--- config.mk ---
export PLATFORM = sky130hd
export DESIGN_NAME = rcc_bdcr_ctrl
export DESIGN_NICKNAME = d
export VERILOG_FILES = /design/src/rtl/rcc_bdcr_ctrl_pkg.sv /design/src/rtl/rcc_bdcr_ctrl_sync.sv /design/src/rtl/rcc_bdcr_ctrl.sv
export SDC_FILE = /design/constraint.sdc
export NUM_CORES = 1
export LEC_CHECK = 0
export BUFFER_PORTS_ARGS = -buffer_cell sky130_fd_sc_hd__buf_2
export CAP_MARGIN = 15
export CORE_MARGIN = 10
export CORE_UTILIZATION = 45
export CTS_CLUSTER_SIZE = 24
export DETAILED_ROUTE_END_ITERATION = 8
export HOLD_SLACK_MARGIN = 0.12
export PLACE_DENSITY_LB_ADDON = 0.08
export SETUP_SLACK_MARGIN = 0.3
export SYNTH_ARGS = -nofsm -noshare
export SYNTH_HDL_FRONTEND = slang
export SYNTH_SLANG_ARGS = --single-unit
--- constraint.sdc ---
create_clock -name clk -period 3.3 [get_ports clk]
set_clock_uncertainty 0.2 [all_clocks]
set_input_delay 0 -clock clk [delete_from_list [all_inputs] [get_ports clk]]
set_output_delay 0 -clock clk [all_outputs]
set_load 0.1 [all_outputs]
--- src/rtl/rcc_bdcr_ctrl_pkg.sv ---
// Shared definitions for the backup-domain control register: bit map,
// RTC clock-select encodings and LSE supervisor state encoding.
package rcc_bdcr_ctrl_pkg;

  localparam int BIT_LSEON     = 0;
  localparam int BIT_LSERDY    = 1;
  localparam int BIT_LSEBYP    = 2;
  localparam int BIT_LSECSSON  = 5;
  localparam int BIT_LSECSSD   = 6;
  localparam int BIT_LSE_TMO   = 7;
  localparam int BIT_RTCSEL_LO = 8;
  localparam int BIT_RTCSEL_HI = 9;
  localparam int BIT_RTCEN     = 15;
  localparam int BIT_BDRST     = 16;

  typedef enum logic [1:0] {
    RTCSEL_NONE = 2'd0,
    RTCSEL_LSE  = 2'd1,
    RTCSEL_LSI  = 2'd2,
    RTCSEL_HSE  = 2'd3
  } rtcsel_e;

  typedef enum logic [1:0] {
    LSE_OFF      = 2'd0,
    LSE_WAIT_RDY = 2'd1,
    LSE_RUN      = 2'd2,
    LSE_TMO      = 2'd3
  } lse_state_e;

endpackage

--- src/rtl/rcc_bdcr_ctrl_sync.sv ---
// Multi-stage flop synchronizer for a single asynchronous status bit.
module rcc_bdcr_ctrl_sync #(
  parameter int STAGES = 2
) (
  input  logic clk,
  input  logic rst_n,
  input  logic d,
  output logic q
);

  logic [STAGES-1:0] ff;

  always_ff @(posedge clk or negedge rst_n) begin
    if (!rst_n) begin
      ff <= '0;
    end else begin
      ff[0] <= d;
      for (int i = 1; i < STAGES; i++) ff[i] <= ff[i-1];
    end
  end

  assign q = ff[STAGES-1];

endmodule

--- src/rtl/rcc_bdcr_ctrl.sv ---
// Backup-domain control register: LSE enable/bypass/CSS, write-once RTC
// clock select, software backup-domain reset and LSE startup supervisor.
module rcc_bdcr_ctrl
  import rcc_bdcr_ctrl_pkg::*;
#(
  parameter int SYNC_STAGES    = 2,
  parameter int LSE_TMO_CYCLES = 4096
) (
  input  logic        clk,
  input  logic        rst_n,
  input  logic        dbp,
  input  logic        wr_en,
  input  logic [31:0] wdata,
  output logic [31:0] rdata,
  input  logic        lse_rdy_async,
  input  logic        lsecss_fail_async,
  output logic        lseon,
  output logic        lsebyp,
  output logic        rtcen,
  output logic [1:0]  rtcsel,
  output logic        bdrst,
  output logic        lsecss_fail,
  output logic        irq,
  output lse_state_e  lse_state
);

  localparam int CW = (LSE_TMO_CYCLES > 2) ? $clog2(LSE_TMO_CYCLES) : 1;
  localparam logic [CW-1:0] CNT_LAST = CW'(LSE_TMO_CYCLES - 1);

  logic lserdy, css_sync;
  logic lsecsson, lsecssd;
  logic we, clr;
  logic [CW-1:0] cnt, cnt_nxt;
  lse_state_e state, state_nxt;
  logic unused_wdata;

  rcc_bdcr_ctrl_sync #(.STAGES(SYNC_STAGES)) u_sync_rdy (
    .clk(clk), .rst_n(rst_n), .d(lse_rdy_async), .q(lserdy)
  );

  rcc_bdcr_ctrl_sync #(.STAGES(SYNC_STAGES)) u_sync_css (
    .clk(clk), .rst_n(rst_n), .d(lsecss_fail_async), .q(css_sync)
  );

  // wr_en is a one-cycle strobe with no back-pressure; dbp gates it.
  // clr covers both a held BDRST and the write that sets it.
  assign we  = wr_en & dbp;
  assign clr = bdrst | (we & wdata[BIT_BDRST]);

  always_ff @(posedge clk or negedge rst_n) begin
    if (!rst_n) begin
      lseon    <= 1'b0;
      lsebyp   <= 1'b0;
      lsecsson <= 1'b0;
      lsecssd  <= 1'b0;
      rtcsel   <= RTCSEL_NONE;
      rtcen    <= 1'b0;
      bdrst    <= 1'b0;
    end else begin
      if (we) bdrst <= wdata[BIT_BDRST];
      if (clr) begin
        lseon    <= 1'b0;
        lsebyp   <= 1'b0;
        lsecsson <= 1'b0;
        lsecssd  <= 1'b0;
        rtcsel   <= RTCSEL_NONE;
        rtcen    <= 1'b0;
      end else begin
        if (lsecsson && css_sync) lsecssd <= 1'b1;
        if (we) begin
          lseon <= wdata[BIT_LSEON];
          rtcen <= wdata[BIT_RTCEN];
          if (!lseon && !lserdy) lsebyp <= wdata[BIT_LSEBYP];
          if (wdata[BIT_LSECSSON] && lseon && lserdy) lsecsson <= 1'b1;
          if (rtcsel == RTCSEL_NONE) rtcsel <= wdata[BIT_RTCSEL_HI:BIT_RTCSEL_LO];
        end
      end
    end
  end

  always_ff @(posedge clk or negedge rst_n) begin
    if (!rst_n) begin
      state <= LSE_OFF;
      cnt   <= '0;
    end else begin
      state <= state_nxt;
      cnt   <= cnt_nxt;
    end
  end

  // Counter stops at CNT_LAST because WAIT_RDY leaves for TMO there.
  always_comb begin
    state_nxt = state;
    cnt_nxt   = cnt;
    if (clr || !lseon) begin
      state_nxt = LSE_OFF;
      cnt_nxt   = '0;
    end else begin
      case (state)
        LSE_OFF: begin
          state_nxt = LSE_WAIT_RDY;
          cnt_nxt   = '0;
        end
        LSE_WAIT_RDY: begin
          if (lserdy)                state_nxt = LSE_RUN;
          else if (cnt == CNT_LAST)  state_nxt = LSE_TMO;
          else                       cnt_nxt   = cnt + 1'b1;
        end
        LSE_TMO: if (lserdy) state_nxt = LSE_RUN;
        LSE_RUN: state_nxt = LSE_RUN;
        default: state_nxt = LSE_OFF;
      endcase
    end
  end

  assign lse_state   = state;
  assign lsecss_fail = lsecssd;
  assign irq         = lsecssd | (state == LSE_TMO);

  always_comb begin
    rdata                              = '0;
    rdata[BIT_LSEON]                   = lseon;
    rdata[BIT_LSERDY]                  = lserdy & ~bdrst;
    rdata[BIT_LSEBYP]                  = lsebyp;
    rdata[BIT_LSECSSON]                = lsecsson;
    rdata[BIT_LSECSSD]                 = lsecssd;
    rdata[BIT_LSE_TMO]                 = (state == LSE_TMO);
    rdata[BIT_RTCSEL_HI:BIT_RTCSEL_LO] = rtcsel;
    rdata[BIT_RTCEN]                   = rtcen;
    rdata[BIT_BDRST]                   = bdrst;
  end

  assign unused_wdata = ^{wdata[31:17], wdata[14:10], wdata[7:6], wdata[4:3], wdata[1]};

endmodule

# Yosys cells after proc, flatten, opt, wreduce, memory -nomap -nowiden
# Index checks and enable logic that the tools add are counted.
dict set report totals {
  ff_bits 26
  in_bits 38
  output_inout_bits 42
}
dict set report classes {
  n_addsub 1
  n_eq_ne 8
  n_mux 24
  bitwise_logic 6
  reduce_logical 20
}
# op n
set ops {}
lappend ops {{$mux 12} 3}
lappend ops {{$pmux 12 s2} 1}
lappend ops {{$mux 2} 7}
lappend ops {{$add 12x1->12 const B} 1}
lappend ops {{$eq 12x12->1 const B} 1}
lappend ops {{$mux 1} 12}
lappend ops {{$reduce_bool 2->1} 5}
lappend ops {{$pmux 2 s4} 1}
lappend ops {{$reduce_and 2->1} 4}
lappend ops {{$ne 3x3->1 const B} 2}
lappend ops {{$eq 2x2->1 const B} 2}
lappend ops {{$logic_and 1x1->1} 4}
lappend ops {{$logic_not 2->1} 2}
lappend ops {{$ne 4x3->1 const B} 1}
lappend ops {{$and 1x1->1} 3}
lappend ops {{$ne 3x1->1 const B} 1}
lappend ops {{$reduce_and 3->1} 1}
lappend ops {{$reduce_bool 3->1} 1}
lappend ops {{$eq 2x1->1 const B} 1}
lappend ops {{$logic_not 1->1} 2}
lappend ops {{$or 1x1->1} 2}
lappend ops {{$logic_or 1x1->1} 1}
lappend ops {{$not 1->1} 1}

# Longest topological paths before layout
# Gate-level depths: netlist (run 1).
dict set report logic_depth {
  depth_word 6
  depth_mapped 6
  ltp_nobuf 6
}

# Modules after synthesis
# From an unflattened synthesis (run 1), not the netlist that was laid out.
dict set report unflattened {
  cells_unflattened 156
  hier_area_um2 1510.2
}
# mod instances cells_each area_each_um2 seq_area_each_um2
set modules_own_cells {}
lappend modules_own_cells {rcc_bdcr_ctrl 1 152 1410.1 550.5}
lappend modules_own_cells {rcc_bdcr_ctrl_sync 2 2 50.0 50.0}

# Worst setup path before layout (run 1)
# Ideal clock, no wire load.
dict set report synth_timing {
  path_type {reg2out}
  from {register state[1] (netlist: lse_state[1])}
  to {output port irq}
  t_arrival_ns 2.434
  path_slack_ns 0.666
  path_stages_with_launch 3
  n_path_buf 0
  path_cell_list {dfrtp_1 > and2_1 > or2_2}
}
dict set report synth_via {
  elab_chain_len 2
}
# item line
set synth_lines {}
lappend synth_lines {{from (decl)} rcc_bdcr_ctrl.sv:34} ;# lse_state_e state, state_nxt;
lappend synth_lines {{from (signal assigned)} rcc_bdcr_ctrl.sv:86} ;# state <= state_nxt;
lappend synth_lines {{$eq 2x2->1} n/a}
lappend synth_lines {{net rdata[7]} rcc_bdcr_ctrl.sv:14} ;# output logic [31:0] rdata,
lappend synth_lines {{$or 1x1->1} rcc_bdcr_ctrl.sv:118} ;# assign irq = lsecssd | (state == LSE_TMO);
lappend synth_lines {{to (decl)} rcc_bdcr_ctrl.sv:23} ;# output logic irq,
# The timed path passes the listed nets, and every way through them passes these cells.

# Worst setup path after layout (run 1)
dict set report layout_timing {
  from {register lseon}
  to {register lsebyp}
}
dict set report layout_via {
  elab_chain_len 4
}
# item line
set layout_lines {}
lappend layout_lines {{from (decl)} rcc_bdcr_ctrl.sv:17} ;# output logic lseon,
lappend layout_lines {{from (signal assigned)} rcc_bdcr_ctrl.sv:71} ;# lseon <= wdata[BIT_LSEON];
lappend layout_lines {{$logic_not 1->1} rcc_bdcr_ctrl.sv:73} ;# if (!lseon && !lserdy) lsebyp <= wdata[BIT_LSEBYP];
lappend layout_lines {{$logic_and 1x1->1} rcc_bdcr_ctrl.sv:73}
lappend layout_lines {{$reduce_bool 2->1 (no line)} n/a}
lappend layout_lines {{$reduce_and 2->1 (no line)} n/a}
lappend layout_lines {{to (signal assigned)} rcc_bdcr_ctrl.sv:73}
lappend layout_lines {{to (decl)} rcc_bdcr_ctrl.sv:18} ;# output logic lsebyp,
# No other way between the ends.
# A chain may end at the register's enable or synchronous reset.

==> results.md, run 1 <==
* Status: finished, final reports clean
* Vias in the first global route at 1347
* FF-to-FF Start: lseon
* Die X-Extent at 78.74 um
* Sequential fraction of the synthesis area at 0.4190
* Seq cells post-synth at 26
* Initial antenna violation count at 0
* Vias per inst at 5.178
* CP Max Fanout at 10
* Combinational fraction of design power at 0.332
* Skew-Pair Late Insertion Delay at 330 ps
* Internal power at 0.4926 mW
* Area of the multi-input gates at 706.9 sq um
* Post-CTS Hold Fix Bufs at 24
* Worst EP required at 3380 ps
* DR vias at about 1300
* Final min period at 2397 ps
* CP startpoint: lseon
* Remaining routing DRC violations at 0
* Clk sink count at 26
* Clk root buf: clkbuf_4
* Synthesis Warnings at 0
* Post-CTS setup buffers at 0
* Worst min path class: reg2reg
* Final Setup Violations at 0
* CTS tree: built
* Pin count of the biggest net entering global routing at 27
* Synth cell count leaders: buf_4, dfrtp_1, nand3_1, nor2_1, inv_1
* Largest cells by area after synthesis: dfrtp_1, buf_4, nand3_1
* P&R area growth vs syn at 22.40%
* Yosys cell types at 46
* Syn Std Cell Area at 1553 sq um
* Place WS at just under 1000 ps
* FF+latch area at 650.6 sq um
* Leakage power at 0.9043 nW
* Clock-pin slew on the worst setup and hold paths at 150 ps
* Fill cells at between 300 and 400
* Post-synth top area cell: dfrtp_1
* Total I/O pin count at 80
* Avg WL per Cell at 15.09 um
* Crit path to: lsebyp
* Max H-tree Level at 1
* Tcrit/Tclk final at 0.7263
* Maximum VDD drop at between 0.3 and 0.4 mV
* Post-DP HPWL at 2629 um
* Sequential cell fraction of total power at 0.403
* Mapped Avg Cell Area at between 9 and 10 sq um
* Number of buffers inserted by port buffering at 32
* Share of post-route cells with drive strength above 1 at 0.2271
* Final hold vios at 0
* Die H at 78.74 um
* Initial Util at 0.4653
* Synth top area share at 0.4190
* Clk buf depth at 2
* Worst setup path category: reg2reg
* Global placement routability congestion at ~0.73
* Final WS setup at 903.3 ps
* Core box area at 3337 sq um
* Post-synth ARST share at 1.000
* Clock group share of total power at 0.264
* RSZ-0062 raised after global routing: false
* Switching Power at 0.3440 mW
* Slew HR at 0.6110
* Crit path capture type: flip-flop
* R2R cell count at 6
* Reg-to-reg endpoint: lsebyp
* Global-route wire length before repair at around 6400 um
* Aggregate global-route resource usage at 0.1251
* Most common cell in the netlist: buf_4
* Fmax achieved at ~420 MHz
* Switching share of total power at 0.4112
* TritonCTS Buffers at 3
* Row cnt at 21
* Crit path arrival time at 2470 ps
* Mapped Cells at 159
* Die Footprint at ~6200 sq um
* DR iter-0 viols at 99
* Main synth FF type: dfrtp_1
* Post-synth EDFFs at 0
* Routed WL at around 3800 um
* Final TNS setup at 0 ps
* Remaining antenna violation count at 0
* Critical Path Source Type: flip-flop
* Antenna Cells at 0
* Max Transition Viols Final at 0
* Pre-Repair DR Iteration Count at 4
* Cts repair resizes at 0
* Pwr Density at approximately 440 nW/um^2
* Post-layout nets at 247
* R2r setup slk at 900 ps
* Max-Cap Viols at 0
* Worst Max-Slew Pin Slew at 581.5 ps
* Total grt overflow at 0
metal layers:
metal	track usage	up-vias	wire [um]	part of all wire
li1	-	626	-	-
met1	0.1419	636	1630	0.43
met2	0.2163	46	1872	0.49
met3	0.05180	2	296	0.078
met4	0.02509	0	20	0.0052
met5	0	-	0	0
placed cells by master, fill, tap and decap left out, drive strengths merged, types with 2 or more instances in the layout:
cell type     n
clkbuf        3
a21o          2
nor2          8
nor4          3
and3          2
a21oi         5
dlygate4sd3  23
nand3        17
o21ai         4
o311ai        2
conb         22
nand4         6
dfrtp        26
inv           6
o211ai        3
buf          33
nor3b         4
and2          2
o221ai        2
nor3          3
nand2         7
or3           2
a31oi         2
stage by stage:
stage	util	power [mW]	area [sq um]	instances	hold slack (ps)
floorplan	-	0.5899	1632	180	-495.6
finish	0.5696	0.8366	1901	253	167.9
global route	0.5696	0.8704	1901	253	180.4
CTS	0.5696	0.8399	1901	253	170.3
global placement	0.4788	0.5948	1598	225	-161.6
detailed placement	0.4788	0.5963	1598	225	-161.1
power by group through the flow:
stage	sequential, mW	combinational, mW	clock (mW)
after floorplan	0.384	0.206	0
after global placement	0.343	0.252	0
after detailed placement	0.343	0.253	0
after CTS	0.338	0.277	0.226
after global routing	0.340	0.288	0.243
final	0.338	0.278	0.221
worst min-delay path by stage:
stage / slack, ps / to / from / cells after the start
final: 170 / u_sync_rdy.ff[1] / u_sync_rdy.ff[0] / 0
after global routing: 180 / u_sync_rdy.ff[1] / u_sync_rdy.ff[0] / 0
after CTS: 170 / u_sync_rdy.ff[1] / u_sync_rdy.ff[0] / 0
after detailed placement: -160 / rtcsel[1] / rst_n / 1
after global placement: -160 / rtcsel[1] / rst_n / 1
after floorplan: -500 / bdrst / rst_n / 0
worst max-delay path, cell delays in order (launching register included):
cell	delay, ps
dfrtp_1	510
nor2_1	150
nand3_1	80
a21o_1	180
dlygate4sd3_1	550
a21oi_1	120
dlygate4sd3_1	560
cell type report:
class | count | share of cell area
Multi-Input combinational cell | 115 | 0.3720
Inverter | 6 | 0.01185
Timing Repair Buffer | 56 | 0.2159
Tap cell | 46 | 0.03028
Sequential cell | 26 | 0.3423
Clock inverter | 1 | 0.01580
Clock buffer | 3 | 0.01185
logic make-up (layout without fill, tap and decap cells):
| group | after synthesis | after routing | share of synthesized area |
|---|---|---|---|
| AND/OR/NAND/NOR | 62 | 62 | 0.2401 |
| buffers and inverters | 39 | 66 | 0.1765 |
| AO/OA/AOI/OAI | 27 | 27 | 0.1346 |
| flip-flops | 26 | 26 | 0.4190 |
| multiplexers | 2 | 2 | 0.01370 |
| adder cells (fa/ha/maj) | 1 | 1 | 0.008057 |
| other | 1 | 22 | 0.002415 |
| XOR/XNOR | 1 | 1 | 0.005642 |
state kept, by name, indices dropped and copies added, names as in the netlist:
register / flops
lseon: 1
cnt: 12
lsecsson: 1
lsebyp: 1
lsecss_fail: 1
rtcsel: 2
u_sync_css.ff: 2
u_sync_rdy.ff: 2
bdrst: 1
rtcen: 1
lse_state: 2
Note: power is estimated with default switching activity, not from simulation.
==> inputs of run 2 (changes only) <==
==> constraint.sdc (replaced) <==
create_clock -name clk -period 2.35 [get_ports clk]
set_clock_uncertainty 0.2 [all_clocks]
set_input_delay 0 -clock clk [delete_from_list [all_inputs] [get_ports clk]]
set_output_delay 0 -clock clk [all_outputs]
set_load 0.1 [all_outputs]
==> run 2 against run 1 <==
Effect of this change: setup slack got worse by 620 ps; clock power rose by 4%; register-to-register slack got worse by 540 ps; die area did not move.
==> results.md, run 2 (synthesis results as in run 1) <==
* Sequential cell fraction of total power at 0.431
* P&R area growth vs syn at 28.12%
* Max-Cap Viols at 0
* Max H-tree Level at 1
* Fmax achieved at 484.6 MHz
* Grt peak-use layer: met2
* Place WS at 219.2 ps
* Crit path arrival time at 2140 ps
* GR Util met3 at 0.03491
* Final hold vios at 0
* Remaining antenna violation count at 0
* DR iter-0 viols at 91
* Most common cell after layout, fill and taps aside: buf_2
* RSZ-0062 raised after global routing: true
* Final Setup Violations at 0
* Critical path's largest stage delay at 580 ps
* TritonCTS Buffers at 3
* Pre-Repair DR Iteration Count at 4
* Post-layout nets at 257
* Switching Power at 0.4821 mW
* Worst min path class: in2reg
* Clk root buf: clkbuf_4
* Global placement routability congestion at a little under 0.8
* Avg WL per Cell at 14.94 um
* Pin count of the biggest net entering global routing at 27
* Die Footprint at between 6000 and 7000 sq um
* Maximum VDD drop at between 0.3 and 0.4 mV
* Switching share of total power at 0.4370
* Die X-Extent at 78.74 um
* Routed WL at 3928 um
* Total grt overflow at 0
* Total I/O pin count at 80
* Remaining routing DRC violations at 0
* Area of the multi-input gates at 725.7 sq um
* Grt met1 use at 0.1413
* Final TNS setup at 0 ps
* Top cell by count, worst path: dlygate4sd3_1
* DR vias at 1352
* Tcrit/Tclk final at 0.8782
* Global-route wire length before repair at around 6500 um
* Max Transition Viols Final at 0
* Number of buffers inserted by port buffering at 32
* Aggregate global-route resource usage at 0.1242
* CP Cell Sequence: dlygate4sd3_1 > buf_2 > nor3b_2 > dlygate4sd3_1 > a21oi_1 > dlygate4sd3_1 > nor2_1
* Clock-pin slew on the worst setup and hold paths at between 100 and 150 ps
* CP Max Fanout at 6
* Critical Path Source Type: input pin
* Commonest non-fill, non-tap cells in the layout: buf_2, dlygate4sd3_1, conb_1, dfrtp_1, nand3_1
* Combinational fraction of design power at 0.361
* Post-DP HPWL at around 2600 um
* Pwr Density at 554.5 nW/um^2
* CTS tree: built
* Leakage power at between 0.9 and 1 nW
* Worst setup path category: in2reg
* Cell with the largest stage delay on the worst path: dlygate4sd3_1
* Worst Path Buf+Inv at 4
* Internal power at 0.6211 mW
* Status: finished, final reports clean
* Final min period at 2064 ps
* Clk sink count at 26
* FF+latch area at 655.6 sq um
* Vias per inst at 5.141
* Share of post-route cells with drive strength above 1 at 0.3088
* Initial antenna violation count at 0
* Initial Util at 0.4653
* Core box area at 3337 sq um
* Skew-Pair Late Insertion Delay at 330 ps
* Fill cells at 291
* Final Total Pwr at 1.103 mW
* Hold slack at 144.8 ps
* Crit path capture type: flip-flop
* Die H at 78.74 um
* Antenna Cells at 0
* Largest Register: cnt
* Clk buf depth at 2
* Row cnt at 21
* Largest register FFs at 12
* Clock group share of total power at 0.208
* Cell family with most CP delay: buffers and inverters
* Vias in the first global route at 1395
* Final WS setup at 286.3 ps
* Worst EP required at 2420 ps
* Global Route met2 Usage at 0.2229
[run 2: changes by cell type in the layout (fill, tap and decap cells not counted), moves of 2 or more]
cell     change
nor3b_2      +2
nor3b_1      -2
dfrtp_2      +4
dfrtp_1      -4
buf_4        +8
[run 2: per-stage QoR]
stage / instances / util / cell area (sq um)
after detailed placement: 228 / 0.4882 / 1629
after global placement: 228 / 0.4882 / 1629
after global routing: 263 / 0.5962 / 1989
after floorplan: 180 / - / 1640
after CTS: 261 / 0.5891 / 1966
final: 263 / 0.5962 / 1989
[run 2: power by group through the flow]
| stage | Clock [mW] | Sequential, mW | Combinational (mW) |
|---|---|---|---|
| finish | 0.229 | 0.476 | 0.398 |
| detailed placement | 0 | 0.483 | 0.356 |
| floorplan | 0 | 0.540 | 0.290 |
| global route | 0.248 | 0.478 | 0.412 |
| global placement | 0 | 0.483 | 0.355 |
| CTS | 0.236 | 0.475 | 0.398 |
[run 2: cell type report]
class | count | share of cell area
Inverter | 6 | 0.01132
Tap cell | 46 | 0.02893
Multi-Input combinational cell | 115 | 0.3648
Timing Repair Buffer | 66 | 0.2472
Clock buffer | 4 | 0.01824
Sequential cell | 26 | 0.3296
[run 2: routing by layer]
metal | part of all wire | up-vias
met3 | 0.055 | 4
met2 | 0.51 | 41
met5 | 0 | -
li1 | - | 642
met4 | 0.0079 | 0
met1 | 0.43 | 665
[run 2: final timing paths]
check | start | end | slack [ps] | cells after the start
max | wdata[16] | rtcen | 290 | 7
min | dbp | cnt[11] | 140 | 5
max reg2reg | cnt[1] | cnt[1] | 360 | 5
min reg2reg | u_sync_css.ff[0] | u_sync_css.ff[1] | 160 | 0
max in group asynchronous | rst_n | bdrst | 1320 | 4
min in group asynchronous | rst_n | cnt[9] | 450 | 4
[run 2: timing repair]
action	in CTS	in global routing
hold buffers	27	0
setup endpoints to repair	10	13
endpoints found under the hold margin	37	0
buffers inserted	2	4
resized for setup	2	4
pin swaps	0	1
[run 2: worst reg2reg max path, stage by stage, from the launching register on]
cell and delay [ps]:
dfrtp_1 390, ha_2 220, nand3_4 130, or4_4 560, buf_6 160, a32o_1 240
==> inputs of run 3 (changes only) <==
--- a/config.mk
+++ b/config.mk
@@ -16,4 +16,5 @@
 export SETUP_SLACK_MARGIN = 0.3
 export SYNTH_ARGS = -nofsm -noshare
 export SYNTH_HDL_FRONTEND = slang
+export SYNTH_HIERARCHICAL = 1
 export SYNTH_SLANG_ARGS = --single-unit
==> constraint.sdc (replaced) <==
create_clock -name clk -period 2.15 [get_ports clk]
set_clock_uncertainty 0.2 [all_clocks]
set_input_delay 0 -clock clk [delete_from_list [all_inputs] [get_ports clk]]
set_output_delay 0 -clock clk [all_outputs]
set_load 0.1 [all_outputs]
==> run 3 against run 2 <==
Effect of this change: final cell count down 3.8%; power is 17% higher; critical endpoint is now cnt[10]; via count decreased by 5.6%; critical path type is now reg2reg; largest cell class unchanged.
==> results.md, run 3 <==
* DP Area at 1609 sq um
* CP Max Fanout at 4
* Post-Layout Inst Area at 1922 sq um
* FF+latch area at about 660 sq um
* Final Total Pwr at 1.289 mW
* Pre-Repair DR Iteration Count at 4
* Global placement routability congestion at 0.7955
* Final WS setup at ~350 ps
* Die Footprint at approximately 6100 sq um
* Remaining routing DRC violations at 0
* Final TNS setup at 0 ps
* Post-synth ARST share at 1.000
* Crit path capture type: flip-flop
* Clk buf depth at 2
* Row cnt at 20
* Reg-to-reg endpoint: cnt[10]
* Status: finished, final reports clean
* FF-to-FF Start: cnt[0]
* Clk sink count at 26
* Yosys cell types at 36
* Largest register FFs at 12
* Commonest non-fill, non-tap cells in the layout: buf_2, conb_1, dfrtp_1
* Max H-tree Level at 1
* Hold worst-path end: u_sync_css/ff[1]
* Avg WL per Cell at between 10 and 15 um
* Worst hold path stage count at 0
* Grt met1 use at 0.1376
* Fmax achieved at 556.3 MHz
* Worst Path Buf+Inv at 1
* Critical path's largest stage delay at 440 ps
* Mapped Cells at 156
* Post-synth EDFFs at 0
* Die X-Extent at 77.93 um
* Largest cells by area after synthesis: dfrtp_1, buf_4, a31oi_1
* Number of buffers inserted by port buffering at 32
* Antenna Cells at 0
* Initial Util at 0.4828
* Utilization after layout at 0.6144
* Die H at 77.93 um
* Cell family with most CP delay: compound AO/OA/AOI/OAI gates
* Critical Path Source Type: flip-flop
* Total I/O pin count at 80
* # placed instances at 224
* Worst EP required at 2170 ps
* Fill cells at between 200 and 300
* CP Cell Sequence: ha_2 > and3_4 > a41oi_4 > a21o_1 > inv_4 > a211o_1
* Post-synth top area cell: dfrtp_1
* RSZ-0062 raised after global routing: false
* Pwr Density at roughly 670 nW/um^2
* Syn Std Cell Area at between 1500 and 2000 sq um
* Slew HR at 0.6126
* Share of post-route cells with drive strength above 1 at 0.2967
* Main synth FF type: dfrtp_1
* Maximum VDD drop at 0.4179 mV
* Tcrit/Tclk final at 0.8361
* Leakage power at between 0.8 and 0.9 nW
* Aggregate global-route resource usage at 0.1183
* Seq cells post-synth at 26
* Worst Max-Slew Pin Slew at ~580 ps
* Max Transition Viols Final at 0
* Place WS at approximately 380 ps
* Crit path arrival time at 1810 ps
* Synthesis Warnings at 6
* Post-layout nets at ~250
* P&R area growth vs syn at 27.26%
* Vias in the first global route at around 1200
* Clk root buf: clkbuf_4
* Non-filler cells, final at 253
* Post-DP HPWL at 2568 um
* Hold slack at ~170 ps
* Grt peak-use layer: met2
* R2r setup slk at 350 ps
* Worst Hold Launch: u_sync_css/ff[0]
* Total grt overflow at 0
* Skew-Pair Late Insertion Delay at 330 ps
* TritonCTS Buffers at 3
* Mapped Avg Cell Area at 9.681 sq um
* Synth cell count leaders: buf_4, dfrtp_1, a31oi_1, nor2_1
* Synth top area share at 0.4308
* Sequential fraction of the synthesis area at 0.4308
* DR vias at roughly 1300
* Initial antenna violation count at 0
* Vias per inst at 5.043
* Most common cell after layout, fill and taps aside: buf_2
* Final Setup Violations at 0
* R2R cell count at 6
* Final min period at 1798 ps
* Routed WL at 3724 um
* GR Util met3 at 0.04493
* Clock-pin slew on the worst setup and hold paths at 150 ps
* Worst setup path category: reg2reg
* Final hold vios at 0
* Cell with the largest stage delay on the worst path: dfrtp_1
* Worst min path class: reg2reg
* Global-route wire length before repair at 6044 um
* CTS tree: built
* DR iter-0 viols at 61
* Area of the multi-input gates at 683.2 sq um
* Largest Register: cnt
* Core box area at 3128 sq um
* Max-Cap Viols at 0
* Most common cell in the netlist: buf_4
* Global Route met2 Usage at 0.1965
* Pin count of the biggest net entering global routing at 27
* Remaining antenna violation count at 0
[run 3: cell count changes in the layout (fill, tap and decap cells not counted), sizes merged, moves of 3 or more]
cell / delta
nor4: -3
nor3: +3
nand2b: +3
dlygate4sd3: -5
nand4: -3
a31oi: +10
and3: +3
nand3: -10
[run 3: how the worst max path moves through the flow]
stage                       from  endpoint  slack, ps  cells after the start
floorplan                 cnt[1]   cnt[10]        270                      7
global placement          cnt[1]    cnt[6]        390                      6
detailed placement        cnt[1]   cnt[10]        380                      6
CTS                       cnt[0]    cnt[4]        350                      6
global route        lse_state[0]       irq        310                      3
finish                    cnt[0]   cnt[10]        350                      6
[run 3: repair_timing]
action,4_1_cts,5_1_grt
hold buffers,19,0
hold endpoints to repair,39,0
buffers inserted,0,6
resized for setup,0,5
setup endpoints to repair,0,12
[run 3: layer usage]
metal / up-vias / routed length [um]
met5: - / 0
met4: 0 / 25
met3: 4 / 316
met2: 44 / 1851
met1: 613 / 1531
li1: 615 / -
[run 3: report_power, final]
group / leakage (nW) / switching (mW) / total [mW] / internal [mW]
clock: 0.0279 / 0.148 / 0.337 / 0.189
sequential: 0.344 / 0.0166 / 0.521 / 0.504
combinational: 0.525 / 0.365 / 0.432 / 0.0665
total: 0.897 / 0.530 / 1.29 / 0.759
[run 3: logic make-up after synthesis]
| family | share of synthesized area |
|---|---|
| and+or+nand+nor | 0.1889 |
| buffers and inverters | 0.1839 |
| other | 0.002483 |
| AOI/OAI and AO/OA | 0.1781 |
| muxes | 0.007456 |
| DFF | 0.4308 |
| adders and majority gates | 0.008284 |
[run 3: layout make-up]
class | instances | area share
repair buffers | 61 | 0.2266
inverters | 8 | 0.01693
clock buffers | 3 | 0.01172
clock inverters | 1 | 0.01563
flip-flops and latches | 26 | 0.3451
well taps | 44 | 0.02865
multi-input cells | 110 | 0.3555
